## config.mk

```make
export PLATFORM = sky130hd
export DESIGN_NAME = serial_adder_ctrl
export DESIGN_NICKNAME = d
export VERILOG_FILES = /design/src/rtl/serial_adder_pkg.sv /design/src/rtl/full_adder.sv /design/src/rtl/serial_adder_ctrl.sv
export SDC_FILE = /design/constraint.sdc
export NUM_CORES = 1
export LEC_CHECK = 0
export ABC_CLOCK_PERIOD_IN_PS = 1500
export CAP_MARGIN = 25
export CELL_PAD_IN_SITES_DETAIL_PLACEMENT = 1
export CELL_PAD_IN_SITES_GLOBAL_PLACEMENT = 1
export CORE_MARGIN = 1
export CORE_UTILIZATION = 37
export DETAILED_ROUTE_END_ITERATION = 16
export PLACE_DENSITY_LB_ADDON = 0.1
export SYNTH_ARGS = -nofsm -noshare
export SYNTH_HDL_FRONTEND = slang
export SYNTH_SLANG_ARGS = --single-unit
export TNS_END_PERCENT = 1
```

## constraint.sdc

```tcl
create_clock -name clk -period 1.5 [get_ports clk]
set_clock_uncertainty 0.2 [all_clocks]
set_input_delay 0.375 -clock clk [delete_from_list [all_inputs] [get_ports clk]]
set_output_delay 0.375 -clock clk [all_outputs]
set_load 0.05 [all_outputs]
```

## src/rtl/serial_adder_pkg.sv

```systemverilog
// Shared types and constants for the bit-serial add/subtract controller.
package serial_adder_pkg;

  localparam int DEFAULT_WIDTH = 8;

  typedef enum logic [1:0] {
    IDLE = 2'd0,
    RUN  = 2'd1,
    DONE = 2'd2
  } state_t;

endpackage

```

## src/rtl/full_adder.sv

```systemverilog
// One-bit full adder cell; the only arithmetic element of the serial datapath.
module full_adder (
  input  logic a,
  input  logic b,
  input  logic ci,
  output logic s,
  output logic co
);

  assign s  = a ^ b ^ ci;
  assign co = (a & b) | (a & ci) | (b & ci);

endmodule

```

## src/rtl/serial_adder_ctrl.sv

```systemverilog
// Bit-serial two's-complement add/subtract sequencing one full_adder over WIDTH cycles.
// Define SERIAL_ADD_OVF_EN to compute signed overflow; otherwise ovf is tied low.
module serial_adder_ctrl
  import serial_adder_pkg::*;
#(
  parameter int WIDTH = DEFAULT_WIDTH
) (
  input  logic             clk,
  input  logic             rst_n,
  input  logic             start,
  input  logic             sub,
  input  logic [WIDTH-1:0] a,
  input  logic [WIDTH-1:0] b,
  output logic             ready,
  output logic             valid,
  output logic [WIDTH-1:0] sum,
  output logic             cout,
  output logic             ovf
);

  localparam int CW = $clog2(WIDTH);
  localparam logic [CW-1:0] LAST_CNT = CW'(WIDTH - 1);

  state_t           state;
  state_t           state_nxt;
  logic [WIDTH-1:0] a_sh;
  logic [WIDTH-1:0] b_sh;
  logic [WIDTH-2:0] sum_sh;
  logic [WIDTH-1:0] sum_shifted;
  logic [CW-1:0]    cnt;
  logic             carry;
  logic             fa_s;
  logic             fa_co;
  logic             last_bit;

  full_adder u_fa (
    .a  (a_sh[0]),
    .b  (b_sh[0]),
    .ci (carry),
    .s  (fa_s),
    .co (fa_co)
  );

  // Handshake: a request is taken on a rising edge with start=1 and ready=1;
  // ready is high only in IDLE, valid only in DONE, so they never overlap.
  assign ready       = (state == IDLE);
  assign valid       = (state == DONE);
  assign last_bit    = (cnt == LAST_CNT);
  assign sum_shifted = {fa_s, sum_sh};

  always_ff @(posedge clk or negedge rst_n) begin
    if (!rst_n) state <= IDLE;
    else        state <= state_nxt;
  end

  always_comb begin
    state_nxt = state;
    case (state)
      IDLE:    if (start) state_nxt = RUN;
      RUN:     if (last_bit) state_nxt = DONE;
      DONE:    state_nxt = IDLE;
      default: state_nxt = IDLE;
    endcase
  end

  always_ff @(posedge clk or negedge rst_n) begin
    if (!rst_n) begin
      a_sh   <= '0;
      b_sh   <= '0;
      sum_sh <= '0;
      cnt    <= '0;
      carry  <= 1'b0;
      sum    <= '0;
      cout   <= 1'b0;
    end else begin
      case (state)
        IDLE: begin
          if (start) begin
            // Subtraction is A + ~B + 1: invert B here and seed the carry with 1.
            a_sh  <= a;
            b_sh  <= sub ? ~b : b;
            carry <= sub;
            cnt   <= '0;
          end
        end
        RUN: begin
          sum_sh <= sum_shifted[WIDTH-1:1];
          a_sh   <= {1'b0, a_sh[WIDTH-1:1]};
          b_sh   <= {1'b0, b_sh[WIDTH-1:1]};
          carry  <= fa_co;
          cnt    <= cnt + 1'b1;
          if (last_bit) begin
            sum  <= sum_shifted;
            cout <= fa_co;
          end
        end
        default: ;
      endcase
    end
  end

`ifdef SERIAL_ADD_OVF_EN
  // On the last bit, carry holds the carry into the MSB.
  always_ff @(posedge clk or negedge rst_n) begin
    if (!rst_n)                         ovf <= 1'b0;
    else if ((state == RUN) && last_bit) ovf <= carry ^ fa_co;
  end
`else
  assign ovf = 1'b0;
`endif

endmodule

```

After elaboration in Yosys (flattened, before gate mapping)
Index checks and enable logic that the tools add are counted.
{"block": "op_classes", "n_addsub": 1, "n_eq_ne": 5, "mux": 12, "n_bitwise": 8, "n_reduce_logical": 5}
{"cell": "8-bit case mux with 2 select lines", "count": 2}
{"cell": "8-bit 2-to-1 mux", "count": 3}
{"cell": "8-bit NOT", "count": 1}
{"cell": "3-bit case mux with 2 select lines", "count": 1}
{"cell": "2-bit AND reduction", "count": 3}
{"cell": "2-bit 2-to-1 mux", "count": 2}
{"cell": "2-bit != test (second input constant)", "count": 2}
{"cell": "2-bit case mux with 2 select lines", "count": 1}
{"cell": "3-bit by 1-bit adder with 3-bit output (second input constant)", "count": 1}
{"cell": "1-bit bitwise AND", "count": 3}
{"cell": "3-bit equality test (second input constant)", "count": 1}
{"cell": "3-bit 2-to-1 mux", "count": 1}
{"cell": "2-bit by 1-bit equality test with 1-bit output (second input constant)", "count": 1}
{"cell": "2-bit equality test (second input constant)", "count": 1}
{"cell": "2-bit logical NOT", "count": 1}
{"cell": "1-bit OR", "count": 2}
{"cell": "1-bit case mux with 2 select lines", "count": 1}
{"cell": "2-bit nonzero test", "count": 1}
{"cell": "1-bit XOR", "count": 2}
{"cell": "1-bit 2-to-1 mux", "count": 1}
{"block": "totals", "reg_bits": 38, "inputBits": 20, "out_inout_bits": 12}

Longest topological paths before layout
{"block": "depth", "word_depth": 4, "mapped_depth": 6, "ltp_nobuf": 5}

Modules after synthesis
Synthesis repeated with hierarchy kept, for this count alone.
{"block": "unflattened", "cells_unflattened": 152, "hier_area_um2": 1771.7}
{"module": "serial_adder_ctrl", "n_inst": 1, "cells_per_inst": 151, "area_per_inst_um2": 1751.7}
{"module": "full_adder", "n_inst": 1, "cells_per_inst": 1, "area_per_inst_um2": 20.0}

Least setup slack after synthesis
OpenSTA, ideal clock, no wires.
{"block": "synth_path", "path_kind": "register to output", "start": "register state[0]", "end": "output ready", "t_arrival_ps": 1295, "required_ps": 925, "path_slack_ps": -370, "path_stages_with_launch": 4, "n_path_buf": 2, "cell_sequence": "dfrtp_1 -> buf_6 -> buf_2 -> nor2_1"}
{"block": "synth_between", "elab_chain_cells": 1}
{"item": "start, declared", "line": "serial_adder_ctrl.sv:24", "source": "state_t state;"}
{"item": "start signal, assigned", "line": "serial_adder_ctrl.sv:53", "source": "else state <= state_nxt;"}
{"item": "2-bit logical NOT", "line": "serial_adder_ctrl.sv:46", "source": "assign ready = (state == IDLE);"}
{"item": "end, declared", "line": "serial_adder_ctrl.sv:14", "source": "output logic ready,"}
Every way passes these cells.

Worst setup path in the final report
{"block": "layout_path", "start": "register state[0]", "end": "output valid"}
{"block": "layout_between", "elab_chain_cells": 1}
{"item": "2-bit equality test", "line": "serial_adder_ctrl.sv:47", "source": "assign valid = (state == DONE);"}
{"item": "end, declared", "line": "serial_adder_ctrl.sv:15", "source": "output logic valid,"}
Every way passes these cells.

==> impl_results.md <==
- Post-Syn Area: ~1800 um^2
- Register bit total from synthesis: 38
- Max-slew violation count: 0
- First-pass GRT wire length: 7460 um
- Share of the synthesized area in the top cell type: a little over half
- Final period utilization: 113%
- Number of max-cap violations: 0
- EDFF count, synth: 0
- CTS H-tree lvls: 2
- Register area: between 900 and 1000 um^2
- Antenna Nets Post-Route: 0
- Fillers: 490
- Clock buffer count from CTS: 5
- Synth Instances: 153
- Antenna violations before repair: 0
- Routed via count: around 1400
- Die height: 71.9 um
- Pleak: approximately 1.1 nW
- Synth Flop Type: dfrtp_1
- Tot GR Track Use: a little under a fifth
- Fin crit period: ~1700 ps
- Fin util: a little under three fifths
- Area growth syn-to-layout: 45.2%
- CTS tree: done
- Clk buf depth: 2
- # setup viols final: 23
- WL/cell: roughly 16 um
- Worst Setup End Kind: primary output
- GPL Wtd Cong: 0.764
- Die area: ~5200 um^2
- DRC: 0
- Status: complete, but fails checks
- Hold WC Path Type: reg2reg
- Total power: 5.31 mW
- Sequential element share of the synthesized area: a little over half
- Synth Net Count: ~180
- Detailed Place HPWL: between 2000 and 3000 um
- Hold Vio Cnt, Final: 0
- Ant diodes: 0
- Initial Util: about two fifths
- Row count: 25
- Crit Path Class: reg2out
- CTS sink cnt: 38
- Die width: slightly above 70 um
- Worst skew pair latency: between 200 and 300 ps
- Vias/cell: 5.05
- Asr flop ratio synth: 100%
- Fin worst setup slack: -198 ps
- WP data arrival: roughly 1100 ps
- Grt ovf: 0
- CTS root buffer: clkbuf_8
- Synth warnings: 0
- CP max FO: 4
- Power per Cell Area: 2020 nW/um^2
- RSZ-0062 raised after global routing: true
- Fmax: approximately 600 MHz
- Share of cells above drive strength 1: between 30% and 40%
- Dominant cell type by area after synthesis: dfrtp_1
- Required time worst endpoint: 920 ps
- Input/output buffers: 30
- Worst setup SP type: flip-flop
- Vias in the first global route: 1472
- Mapped Avg Cell Area: 11.8 um^2
- DRT Wirelength: ~4500 um
- Final net count: roughly 230
- Failing checks: negative setup slack
- Core box area: 4720 um^2
- Synth cell types: 29
- VDD IR max: 1.12 mV
- Number of placed I/O pins: 32
- Largest net degree at the start of global routing: 39
- Initial DRC count: 73
- Top area cells in the synthesized netlist: dfrtp_1, mux2_2, a22oi_1, nor2b_1, xnor2_1
- Multi-input gate area in the final layout: slightly above 800 um^2
- Drt pass-1 iters: 4
- Reg clk slew, reported paths: approximately 80 ps
stage by stage:
stage	instance area, um^2	std cells	setup slack [ps]	hold slack [ps]	setup TNS (ps)
floorplan	1820	153	-37.8	-121	-359
detailed placement	2400	258	-548	159	-11340
global route	2620	270	-232	341	-3810
finish	2620	270	-198	309	-2220
global placement	2400	258	-477	156	-9580
CTS	2600	270	-212	306	-2250
synthesized netlist by cell type (2+ instances only):
master	instances
dfrtp_1	38
mux2_2	17
a22oi_1	12
o21ai_0	11
nor2b_1	10
a21oi_1	9
xnor2_1	7
nand2_1	6
buf_2	5
inv_1	5
o211ai_1	4
buf_6	3
clkbuf_1	3
nor2_1	3
o32ai_1	3
a221o_1	2
a22o_1	2
ha_1	2
cells in the final DEF (no fill, tap or decap), drive strengths merged:
master	count
dfrtp	38
buf	35
mux2	17
clkdlybuf4s50	17
a22oi	12
nor2b	11
o21ai	11
a21oi	9
xnor2	7
nand2	7
inv	5
clkbuf	5
o211ai	4
nor2	3
o32ai	3
a221o	3
a22o	2
clkinv	2
ha	2
and2b	1
xor2	1
or2	1
or3b	1
mux2i	1
fa	1
conb	1
bufinv	1
dlygate4sd3	1
dlygate4sd2	1
area by class of cell:
class / instances / area share [%]
clock inverter: 3 / 1.53
multi-input combinational: 98 / 31.1
sequential: 38 / 36.3
clock buffer: 5 / 2.62
tap: 67 / 3.20
timing repair buffer: 54 / 24.5
inverter: 5 / 0.715
worst max-delay path, stage by stage (launching register included):
cell	delay, ps
dfrtp_2	440
and2b_4	270
buf_12	130
final timing paths:
| check | slack (ps) | startpoint | depth (start not counted) | to |
|---|---|---|---|---|
| max | -200 | state[0] | 2 | valid |
| min | 310 | b_sh[7] | 1 | b_sh[6] |
| max reg2reg | -130 | state[0] | 4 | sum_sh[1] |
| min reg2reg | 310 | b_sh[7] | 1 | b_sh[6] |
| max in group asynchronous | 510 | rst_n | 3 | state[0] |
| min in group asynchronous | 380 | rst_n | 3 | a_sh[2] |
state kept, by name, summed over array words and instances (netlist names):
signal	count
carry	1
sum	8
cnt	3
sum_sh	7
a_sh	8
state	2
cout	1
b_sh	8
where the power goes:
group	switching (mW)	internal, mW
combinational	1.19	1.40
sequential	0.396	1.47
clock	0.362	0.489
what timing repair did:
item / 4_1_cts / 5_1_grt
resized for setup: 21 / 8
hold buffers: 1 / 0
pin swaps: 5 / 1
setup endpoints to repair: 38 / 37
buffers inserted: 3 / 0
endpoints found under the hold margin: 38 / 0
logic make-up (layout without fill, tap and decap cells):
group | count (synthesis) | in the layout | share of synthesized area (%)
AO/OA/AOI/OAI | 44 | 44 | 16.3
buffers and inverters | 17 | 67 | 5.33
AND/OR/NAND/NOR | 24 | 24 | 7.96
flip-flops | 38 | 38 | 52.6
other | 1 | 1 | 0.208
XOR/XNOR | 8 | 8 | 3.88
multiplexers | 18 | 18 | 11.1
adder cells (fa/ha/maj) | 3 | 3 | 2.49
metal layers:
layer / track usage, % / routed length (um) / vias up
li1: - / - / 638
met1: 24.5 / 2000 / 697
met2: 31.3 / 2280 / 27
met3: 4.92 / 164 / 2
met4: 5.88 / 13 / 0
met5: 0 / 0 / -
Power figures use the tool's default switching activity.
